## src/rtl/line_fill_buffer.sv

```systemverilog
// line_fill_buffer
//
// Builds one cache line from a multi-beat memory read burst. The line is then
// presented to the downstream word-select mux together with a registered word
// offset. Only one fill is in flight at a time.
//
// Ports:
//   i_clk            sole clock, rising edge
//   i_rst            synchronous active-high reset
//   i_fill_req       start a fill (only looked at while idle)
//   i_fill_addr      byte address: [31:5] line, [4:2] word offset, [1:0] unused
//   o_pmem_read      burst read request, high for the whole burst
//   o_pmem_address   line-aligned burst address
//   i_pmem_resp      one beat valid on i_pmem_rdata this cycle
//   i_pmem_rdata     beat data, lowest line address first
//   o_busy           fill in progress
//   o_fill_done      one-cycle pulse when the line is complete
//   o_line_valid     o_line_out holds a complete line
//   o_line_out       assembled line, word i = o_line_out[32*i +: 32]
//   o_word_sel       latched word offset for the downstream mux select
module line_fill_buffer #(
  parameter int unsigned BEAT_WIDTH = 64,
  parameter int unsigned NUM_BEATS  = 4
) (
  input  logic                              i_clk,
  input  logic                              i_rst,
  input  logic                              i_fill_req,
  input  logic [31:0]                       i_fill_addr,
  output logic                              o_pmem_read,
  output logic [31:0]                       o_pmem_address,
  input  logic                              i_pmem_resp,
  input  logic [BEAT_WIDTH-1:0]             i_pmem_rdata,
  output logic                              o_busy,
  output logic                              o_fill_done,
  output logic                              o_line_valid,
  output logic [NUM_BEATS*BEAT_WIDTH-1:0]   o_line_out,
  output logic [2:0]                        o_word_sel
);

  localparam int unsigned CntW  = (NUM_BEATS > 1) ? $clog2(NUM_BEATS) : 1;
  localparam int unsigned LineW = NUM_BEATS * BEAT_WIDTH;
  localparam logic [CntW-1:0] LastBeat = CntW'(NUM_BEATS - 1);

  typedef enum logic [1:0] {
    StIdle = 2'd0,
    StFill = 2'd1,
    StDone = 2'd2
  } state_e;

  state_e            r_state;
  state_e            w_state_d;
  logic [31:0]       r_addr;
  logic [31:0]       w_addr_d;
  logic [2:0]        r_word_sel;
  logic [2:0]        w_word_sel_d;
  logic [CntW-1:0]   r_cnt;
  logic [CntW-1:0]   w_cnt_d;
  logic [LineW-1:0]  r_line;
  logic [LineW-1:0]  w_line_d;
  logic              r_line_valid;
  logic              w_line_valid_d;

  logic              w_beat_we;
  logic              w_last_beat;

  assign w_beat_we   = (r_state == StFill) && i_pmem_resp;
  assign w_last_beat = (r_cnt == LastBeat);

  always_comb begin
    w_state_d      = r_state;
    w_addr_d       = r_addr;
    w_word_sel_d   = r_word_sel;
    w_cnt_d        = r_cnt;
    w_line_d       = r_line;
    w_line_valid_d = r_line_valid;

    // Beat write: only the slot addressed by the counter changes, so beats not
    // yet received keep whatever the previous line left there.
    for (int unsigned b = 0; b < NUM_BEATS; b++) begin
      if (w_beat_we && (r_cnt == CntW'(b))) begin
        w_line_d[b*BEAT_WIDTH +: BEAT_WIDTH] = i_pmem_rdata;
      end
    end

    unique case (r_state)
      StIdle: begin
        if (i_fill_req) begin
          w_addr_d       = {i_fill_addr[31:5], 5'b0};
          w_word_sel_d   = i_fill_addr[4:2];
          w_cnt_d        = '0;
          w_line_valid_d = 1'b0;
          w_state_d      = StFill;
        end
      end

      StFill: begin
        if (i_pmem_resp) begin
          if (w_last_beat) begin
            // Leave the counter parked; it is cleared on the next fill anyway.
            w_line_valid_d = 1'b1;
            w_state_d      = StDone;
          end else begin
            w_cnt_d = r_cnt + 1'b1;
          end
        end
      end

      StDone: begin
        w_state_d = StIdle;
      end

      default: begin
        w_state_d = StIdle;
      end
    endcase
  end

  always_ff @(posedge i_clk) begin
    if (i_rst) begin
      r_state      <= StIdle;
      r_addr       <= '0;
      r_word_sel   <= '0;
      r_cnt        <= '0;
      r_line       <= '0;
      r_line_valid <= 1'b0;
    end else begin
      r_state      <= w_state_d;
      r_addr       <= w_addr_d;
      r_word_sel   <= w_word_sel_d;
      r_cnt        <= w_cnt_d;
      r_line       <= w_line_d;
      r_line_valid <= w_line_valid_d;
    end
  end

  // Control outputs decode straight from the state register, so nothing
  // combinational reaches them from the inputs.
  assign o_pmem_read    = (r_state == StFill);
  assign o_busy         = (r_state == StFill);
  assign o_fill_done    = (r_state == StDone);
  assign o_pmem_address = r_addr;
  assign o_line_valid   = r_line_valid;
  assign o_line_out     = r_line;
  assign o_word_sel     = r_word_sel;

endmodule

```

## config.mk

```make
export PLATFORM = sky130hd
export DESIGN_NAME = line_fill_buffer
export DESIGN_NICKNAME = d
export VERILOG_FILES = /design/src/rtl/line_fill_buffer.sv
export SDC_FILE = /design/constraint.sdc
export NUM_CORES = 1
export LEC_CHECK = 0
export BUFFER_PORTS_ARGS = -buffer_cell sky130_fd_sc_hd__buf_2
export CORE_AREA = 2 2 153 155
export CTS_CLUSTER_SIZE = 12
export DETAILED_ROUTE_END_ITERATION = 8
export DIE_AREA = 0 0 155 157
export PLACE_DENSITY = 0.72
export SLEW_MARGIN = 20
export SYNTH_ARGS = -nofsm -noshare
export SYNTH_HDL_FRONTEND = slang
export SYNTH_SLANG_ARGS = --single-unit
```

## constraint.sdc

```tcl
create_clock -name i_clk -period 2.9 [get_ports i_clk]
set_clock_uncertainty 0.15 [all_clocks]
set_input_delay 0 -clock i_clk [delete_from_list [all_inputs] [get_ports i_clk]]
set_output_delay 0 -clock i_clk [all_outputs]
set_load 0.02 [all_outputs]
```

# Word-level counts from Yosys, hierarchy flattened
# Index checks and enable logic that the tools add are counted.
word_totals:
  regBits: 291
  input_bits: 100
  elab_cells: 43
classes:
  mux: 12
  n_addsub: 1
  eq_ne: 9
  n_reduce_logical: 12
op_table:
  columns: ["op", "count"]
  rows:
  - ["2-bit 2-to-1 mux", 6]
  - ["2-bit case mux with 2 select lines", 2]
  - ["4-bit AND reduction", 2]
  - ["2-bit equality test, second input constant", 3]
  - ["2-bit inequality test, second input constant", 3]
  - ["1-bit logical AND", 5]
  - ["2-bit by 1-bit equality test with 1-bit output, second input constant", 2]
  - ["2-bit zero test", 2]
  - ["1-bit 2-to-1 mux", 3]
  - ["3-bit AND reduction", 1]
  - ["2-bit by 1-bit adder with 2-bit output, second input constant", 1]
  - ["2-bit by 1-bit inequality test with 1-bit output, second input constant", 1]
  - ["1-bit case mux with 2 select lines", 1]
  - ["2-bit AND reduction", 1]
  - ["2-bit nonzero test", 1]

# Longest topological paths before layout
# Gate-level depths: netlist (run 1).
depth:
  depth_word: 4
  ltp_mapped: 7
  depth_no_buf: 5

# Worst setup path before layout (run 1)
# Ideal clock, no wire load.
synth_timing:
  path_kind: "register to register"
  from: "reg r_cnt[0]"
  to: "reg r_line[131] (netlist: o_line_out[131])"
  arrival_ns: 1.211
  setup_time_ns: 0.132
  path_slack_ns: 1.407
  stages_incl_launch_ff: 8
  path_cell_list: "dfxtp_1 -> inv_1 -> ha_1 -> and4b_1 -> buf_2 -> buf_4 -> nand2_1 -> a21oi_1"
synth_via:
  elab_chain_len: 2
synth_rtl:
  columns: ["element", "line_no", "rtl"]
  rows:
  - ["start: declaration", "56", "logic [CntW-1:0] r_cnt;"]
  - ["start signal: assignment", "130", "r_cnt <= w_cnt_d;"]
  - ["2-bit equality test", "80", "if (w_beat_we && (r_cnt == CntW'(b))) begin"]
  - ["1-bit logical AND", "80", null]
  - ["end signal: assignment", "131", "r_line <= w_line_d;"]
  - ["end: declaration", "58", "logic [LineW-1:0] r_line;"]
# No other way between the ends.
# A chain may end at the register's enable or synchronous reset.

# Final worst setup path (run 1)
layout_timing:
  from: "reg r_state[0]"
  to: "reg r_line[178] (netlist: o_line_out[178])"
layout_via:
  elab_chain_len: 3
layout_rtl:
  columns: ["element", "line_no", "rtl"]
  rows:
  - ["start: declaration", "50", "state_e r_state;"]
  - ["start signal: assignment", "120", "r_state <= StIdle;"]
  - ["start signal: assignment", "127", "r_state <= w_state_d;"]
  - ["2-bit by 1-bit equality test with 1-bit output", "66", "assign w_beat_we = (r_state == StFill) && i_pmem_resp;"]
  - ["1-bit logical AND", "66", null]
  - ["1-bit logical AND", "80", null]
# No other way between the ends.

==> results of run 1 <==
[metrics by stage]
stage / cells / setup slack, ns / power (mW)
final: 2057 / 0.347 / 8.67
after global routing: 2057 / 0.161 / 8.94
after CTS: 2057 / 0.338 / 8.71
after detailed placement: 1876 / 0.838 / 4.73
after global placement: 1876 / 0.903 / 4.73
after floorplan: 1289 / 1.41 / 4.50
[power breakdown]
part / internal, mW / leakage, nW / switching (mW)
Combinational: 0.277 / 3.35 / 0.419
Clock: 2.31 / 0.495 / 1.55
Sequential: 4.07 / 2.35 / 0.0405
[state kept, by name, indices dropped and copies added, names as in the netlist]
register,count
o_line_valid,1
r_cnt,2
r_state,2
o_line_out,256
o_pmem_address,27
o_word_sel,3
[timing repair]
item                                   CTS  global route
endpoints found under the hold margin  289             0
setup endpoints to repair                0             0
hold buffers                           128             0
[synth_stat cells (all sizes together)]
library cell	number	area share, %
a21oi	290	14
and4b	4	0.39
buf	67	4.6
clkbuf	37	1.4
conb	1	0.037
dfxtp	291	57
ha	4	0.49
inv	2	0.073
nand2	573	21
nand2b	1	0.061
nand3	2	0.098
nand4b	5	0.43
nand4bb	1	0.11
nor2	3	0.11
nor2b	2	0.12
nor3b	1	0.12
or3b	1	0.085
[layer usage]
| metal | GRT usage, % | vias to the layer above | part of all wire (%) |
|---|---|---|---|
| met5 | 0 | - | 0 |
| met4 | 13.8 | 0 | 5.4 |
| met3 | 6.99 | 127 | 7.8 |
| met2 | 44.6 | 483 | 48 |
| met1 | 31.8 | 4923 | 39 |
| li1 | - | 5034 | - |
[how the worst min path moves through the flow]
stage,startpoint,end,slack (ns),cells after the start
finish,i_fill_req,r_state[0],0.02,5
global route,i_fill_req,r_state[0],0.07,5
CTS,i_fill_req,r_state[0],0.005,5
detailed placement,i_fill_addr[3],o_word_sel[1],0.1,3
global placement,i_fill_addr[26],o_pmem_address[26],0.09,3
floorplan,i_pmem_rdata[63],o_line_out[127],-0.01,2
[final cells by class]
cell class / instances / area [um^2] / share of cell area (%)
Multi-Input combinational cell: 892 / 3830 / 26.5
Inverter: 2 / 7.51 / 0.0520
Tap cell: 285 / 357 / 2.47
Timing Repair Buffer: 534 / 3420 / 23.7
Clock buffer: 49 / 953 / 6.60
Clock inverter: 4 / 48.8 / 0.338
Sequential cell: 291 / 5830 / 40.3
[cells by family (layout without fill, tap and decap cells)]
| group | count (synthesis) | count (layout) | synth area share, % |
|---|---|---|---|
| and+or+nand+nor | 593 | 593 | 22.5 |
| adders and majority gates | 4 | 4 | 0.488 |
| DFF | 291 | 291 | 56.8 |
| buffers and inverters | 106 | 589 | 6.04 |
| AOI/OAI and AO/OA | 290 | 290 | 14.1 |
| other | 1 | 5 | 0.0366 |
[worst reg2reg max path: cells and delay by family, from the launching register on]
family                 cells  cell delay (ns)
buffers and inverters      2             0.87
AND/OR/NAND/NOR            2             0.81
AO/OA/AOI/OAI              1             0.11
flip-flops                 1             0.56
==> impl_metrics.env, run 1 <==
export IMPL_outcome="finished clean"
export IMPL_cts_tree="yes"
export IMPL_fin_hold_ws_ns=0.0217
export IMPL_first_pass_iters=5
export IMPL_total_clock_buffers_created_by_cts=31
export IMPL_resize_count_post_cts=0
export IMPL_crit_end="o_line_out[178]"
export IMPL_fin_setup_tns_ns=0
export IMPL_maximum_buffer_depth_of_the_clock_tree=3
export IMPL_place_hpwl_um=20400
export IMPL_die_height_um=157
export IMPL_r2r_start="r_state[0]"
export IMPL_num_io_pins=395
export IMPL_rows=55
export IMPL_number_of_endpoints_failing_setup_at_the_final_stage=0
export IMPL_avg_cell_area_syn_um2=7.98
export IMPL_globalRouteTotalUtil_pct=26.7
export IMPL_finish_utilization_pct=64.2
export IMPL_vdd_ir_drop_worst_mv=0.412
export IMPL_worst_endpoint_arrival_ns=2.89
export IMPL_place_congestion=0.846
export IMPL_cts_sinks=291
export IMPL_root_buffer="sky130_fd_sc_hd__clkbuf_16"
export IMPL_initialDrtViolationCount=712
export IMPL_most_common_cell_after_layout_fill_and_taps_aside="sky130_fd_sc_hd__nand2_1"
export IMPL_initial_antenna_violation_count=0
export IMPL_post_cts_repair_setup_buffers=0
export IMPL_hold_viol=0
export IMPL_design_core_area_mm2=0.0225
export IMPL_critical_path_endpoint_category="flop"
export IMPL_route_antenna_remaining_nets=0
export IMPL_maxCapViolations=0
export IMPL_routed_wirelength_um=34400
export IMPL_worst_path_clk_slew_ns=0.06
export IMPL_initial_utilization_pct=45.6
export IMPL_antenna_cells=0
export IMPL_synthCells=1285
export IMPL_worst_tran_pin_value_ns=0.625
export IMPL_vias_in_the_first_global_route=10100
export IMPL_portBuffers=387
export IMPL_avgRoutedWirePerCell_um=16.7
export IMPL_grt_first_pass_wirelength_um=52500
export IMPL_yosys_cell_types_count=19
export IMPL_via_count=10600
export IMPL_powerDensity_mw_per_mm2=600
export IMPL_buf_inv_stages_crit_path=2
export IMPL_type_of_the_tightest_min_delay_check="in -> reg"
export IMPL_criticalPathCategory="reg -> reg"
export IMPL_final_layout_size_suffix_gt1_share_pct=25.8
export IMPL_overflow=0
export IMPL_timing_final_crit_share_pct=88.0
export IMPL_ff2ff_path_depth=5
export IMPL_leakagePower_nw=6.20
export IMPL_die_w_um=155
export IMPL_worst_slew_margin_rel_pct=58.3
export IMPL_fin_area_mm2=0.0144
export IMPL_worstSetupStartpointType="flop"
export IMPL_fin_nets=1856
export IMPL_min_period_ns=2.55
export IMPL_summed_instance_area_of_the_synthesized_netlist_mm2=0.0103
export IMPL_worstReg2RegEnd="o_line_out[178]"
export IMPL_area_growth_pct=40.8
export IMPL_synth_warnings=0
export IMPL_worst_r2r_setup_slack_ns=0.35
export IMPL_final_max_slew_viol_count=0
export IMPL_timing_critical_path_fanout_max=38
export IMPL_crit_start="r_state[0]"
export IMPL_fill_cells=1918
export IMPL_layout_cells_most_common_list="573 x sky130_fd_sc_hd__nand2_1, 386 x sky130_fd_sc_hd__buf_2, 291 x sky130_fd_sc_hd__dfxtp_1"
export IMPL_worstPathCellList="and4b_2 -> buf_12 -> nand2_1 -> a21oi_1 -> dlygate4sd3_1"
export IMPL_mean_number_of_vias_per_cell=5.14
export IMPL_grt_start_max_net_pins=111
export IMPL_crit_family="buffers and inverters"
export IMPL_ys_seq_area_share_pct=56.8
export IMPL_clk_insertion_delay_late_ns=0.55
export IMPL_placedInstanceArea_mm2=0.0122
export IMPL_drc_errors=0
export IMPL_grt_setup_unrepaired="false"
export IMPL_die_area_mm2=0.0243
export IMPL_cp_data_required_time_ns=3.24
export IMPL_crit_path_max_incr_delay_ns=0.72
export IMPL_yosys_register_bits=291
export IMPL_clock_tree_htree_level_count=1
export IMPL_path_depth=5
export IMPL_fmaxAchievable_mhz=392
export IMPL_timing_critical_path_slowest_stage_cell="sky130_fd_sc_hd__and4b_2"
(Power assumes the default switching activity.)
==> run 2: changes to the inputs <==
Settings changed: ABC_AREA set to 1, PLACE_DENSITY 0.72 to 0.73.
==> run 2 against run 1 <==
  * Synthesized cell count is 2.1% higher
  * Via count is 6.4% higher
  * Sequential power up 1%
  * Highest routed layer unchanged
  * Sequential share of layout area down 0.81 points
  * Worst hold slack better by 0.11 ns
==> impl_metrics.env, run 2 <==
export IMPL_outcome="finished clean"
export IMPL_globalRouteTotalUtil_pct=29.3
export IMPL_worst_endpoint_arrival_ns=2.88
export IMPL_fin_area_mm2=0.0147
export IMPL_yosys_register_bits=291
export IMPL_crit_start="r_cnt[0]"
export IMPL_crit_path_max_incr_delay_ns=0.61
export IMPL_vias_in_the_first_global_route=10800
export IMPL_crit_family="buffers and inverters"
export IMPL_overflow=0
export IMPL_design_core_area_mm2=0.0225
export IMPL_clk_insertion_delay_late_ns=0.55
export IMPL_synth_area_leaders="sky130_fd_sc_hd__dfxtp_1 55%, sky130_fd_sc_hd__a21oi_1 9.3%, sky130_fd_sc_hd__nand3_1 9.2%"
export IMPL_p_comb_share_pct=11.7
export IMPL_initialDrtViolationCount=1007
export IMPL_powerDensity_mw_per_mm2=600
export IMPL_initial_antenna_violation_count=0
export IMPL_placedInstanceArea_mm2=0.0124
export IMPL_synthCells=1312
export IMPL_criticalPathCategory="reg -> reg"
export IMPL_hold_viol=0
export IMPL_cts_sinks=291
export IMPL_vdd_ir_drop_worst_mv=0.469
export IMPL_critical_path_endpoint_category="flop"
export IMPL_yosys_cell_types_count=15
export IMPL_place_congestion=0.873
export IMPL_final_layout_size_suffix_gt1_share_pct=25.5
export IMPL_post_synth_edffs=0
export IMPL_leakagePower_nw=6.66
export IMPL_worstPathCellList="ha_1 -> nand2_1 -> nor2_4 -> buf_4 -> o21ai_0 -> nor2_1 -> dlygate4sd3_1"
export IMPL_place_hpwl_um=22100
export IMPL_number_of_endpoints_failing_setup_at_the_final_stage=0
export IMPL_clock_power_share_pct=41.2
export IMPL_power_frac_seq_pct=47.0
export IMPL_worstReg2RegEnd="o_line_out[245]"
export IMPL_clock_tree_htree_level_count=1
export IMPL_buf_inv_stages_crit_path=2
export IMPL_initial_utilization_pct=46.9
export IMPL_fin_nets=1884
export IMPL_p_sw_mw=2.27
export IMPL_maximum_buffer_depth_of_the_clock_tree=3
export IMPL_min_period_ns=2.55
export IMPL_worst_tran_pin_value_ns=1.07
export IMPL_holdCritStartpoint="i_pmem_rdata[6]"
export IMPL_grt_start_max_net_pins=101
export IMPL_mean_number_of_vias_per_cell=5.40
export IMPL_layout_cells_most_common_list="386 x sky130_fd_sc_hd__buf_2, 291 x sky130_fd_sc_hd__dfxtp_1, 200 x sky130_fd_sc_hd__nand2_1"
export IMPL_rows=55
export IMPL_synth_top_cell_area_share_pct=55.2
export IMPL_fmaxAchievable_mhz=392
export IMPL_first_pass_iters=6
export IMPL_maxCapViolations=0
export IMPL_p_int_mw=6.58
export IMPL_cp_data_required_time_ns=3.23
export IMPL_via_count=11200
export IMPL_cts_tree="yes"
export IMPL_route_antenna_remaining_nets=0
export IMPL_ff2ff_path_depth=7
export IMPL_timing_final_crit_share_pct=87.9
export IMPL_grt_setup_unrepaired="false"
export IMPL_die_w_um=155
export IMPL_netSwitchingFraction_pct=25.6
export IMPL_drc_errors=0
export IMPL_avgRoutedWirePerCell_um=18.2
export IMPL_worstSetupStartpointType="flop"
export IMPL_synthFlopType="sky130_fd_sc_hd__dfxtp_1"
export IMPL_worst_r2r_setup_slack_ns=0.35
export IMPL_post_synth_top_count_cell="sky130_fd_sc_hd__dfxtp_1"
export IMPL_routed_wirelength_um=37900
export IMPL_ys_seq_area_share_pct=55.2
export IMPL_summed_instance_area_of_the_synthesized_netlist_mm2=0.0106
export IMPL_synth_top_cells_by_count="291 x sky130_fd_sc_hd__dfxtp_1, 200 x sky130_fd_sc_hd__nand2_1, 200 x sky130_fd_sc_hd__nor2_1"
export IMPL_fin_hold_ws_ns=0.134
export IMPL_final_max_slew_viol_count=0
export IMPL_area_growth_pct=39.7
export IMPL_fin_setup_tns_ns=0
export IMPL_worst_path_clk_slew_ns=0.06
export IMPL_worst_hold_path_num_cells=4
export IMPL_grt_first_pass_wirelength_um=57300
export IMPL_timing_critical_path_slowest_stage_cell="sky130_fd_sc_hd__buf_4"
export IMPL_resize_count_post_cts=0
export IMPL_root_buffer="sky130_fd_sc_hd__clkbuf_16"
export IMPL_asyncSetResetFlopFracSynth_pct=0
export IMPL_r2r_start="r_cnt[0]"
export IMPL_total_clock_buffers_created_by_cts=30
export IMPL_die_height_um=157
export IMPL_most_common_cell_after_layout_fill_and_taps_aside="sky130_fd_sc_hd__buf_2"
export IMPL_timing_critical_path_fanout_max=64
export IMPL_synth_top_area_cell="sky130_fd_sc_hd__dfxtp_1"
export IMPL_type_of_the_tightest_min_delay_check="in -> reg"
export IMPL_largest_register_ffs=256
export IMPL_hold_path_endpoint="o_line_out[198]"
export IMPL_worst_slew_margin_rel_pct=28.5
export IMPL_antenna_cells=0
export IMPL_num_io_pins=395
export IMPL_die_area_mm2=0.0243
export IMPL_avg_cell_area_syn_um2=8.04
export IMPL_synth_warnings=0
export IMPL_portBuffers=387
run 2: worst min-delay path: stages:
cell	delay, ns
sky130_fd_sc_hd__dlygate4sd3_1	0.51
sky130_fd_sc_hd__buf_2	0.14
sky130_fd_sc_hd__nor2_1	0.05
sky130_fd_sc_hd__nor2_1	0.08
run 2: final cells by class:
cell class	instances	area (um^2)
clock buffer	44	865
clock inverter	4	48.8
fill	1784	7760
inverter	10	37.5
multi-input combinational	897	4050
sequential	291	5830
tap	285	357
timing repair buffer	550	3560
run 2: per-layer routing:
layer	vias up	track usage, %	share of wire, %
met2	599	51.1	48
met1	5227	33.7	38
met3	146	6.39	8.4
met4	0	15.5	5.7
li1	5273	-	-
met5	-	0	0
run 2: logic make-up (layout without fill, tap and decap cells):
group                    after synthesis  in the layout  share of synthesized area (%)
adder cells (fa/ha/maj)                4              4                          0.474
buffers and inverters                128            608                           6.70
AO/OA/AOI/OAI                        289            289                           13.7
flip-flops                           291            291                           55.2
other                                  1              5                         0.0355
AND/OR/NAND/NOR                      599            599                           23.9
run 2: how the worst max path moves through the flow:
| stage | cells after the start | to |
|---|---|---|
| global route | 7 | o_line_out[245] |
| detailed placement | 7 | o_line_out[60] |
| finish | 7 | o_line_out[245] |
| global placement | 6 | o_line_out[0] |
| floorplan | 6 | o_line_out[27] |
| CTS | 7 | o_line_out[247] |
run 2: timing repair:
item | in CTS | in global routing
hold buffers | 142 | 0
hold endpoints to repair | 290 | 0
setup buffers | 0 | 0
run 2: through the flow:
stage | total power, mW | instances | util (%) | worst slack, ns
4_1_cts | 8.88 | 2081 | 65.5 | 0.414
5_1_grt | 9.13 | 2081 | 65.5 | 0.177
3_3_place_gp | 5.10 | 1891 | 55.1 | 0.863
3_5_place_dp | 5.11 | 1891 | 55.1 | 0.812
2_1_floorplan | 4.78 | 1316 | - | 1.32
6_report | 8.85 | 2081 | 65.5 | 0.350
run 2: power by group through the flow:
stage / Clock [mW] / Combinational, mW / Sequential (mW)
2_1_floorplan: 0 / 0.408 / 4.37
3_3_place_gp: 0 / 0.859 / 4.24
3_5_place_dp: 0 / 0.864 / 4.24
4_1_cts: 3.71 / 1.01 / 4.16
5_1_grt: 3.85 / 1.11 / 4.17
6_report: 3.65 / 1.04 / 4.16
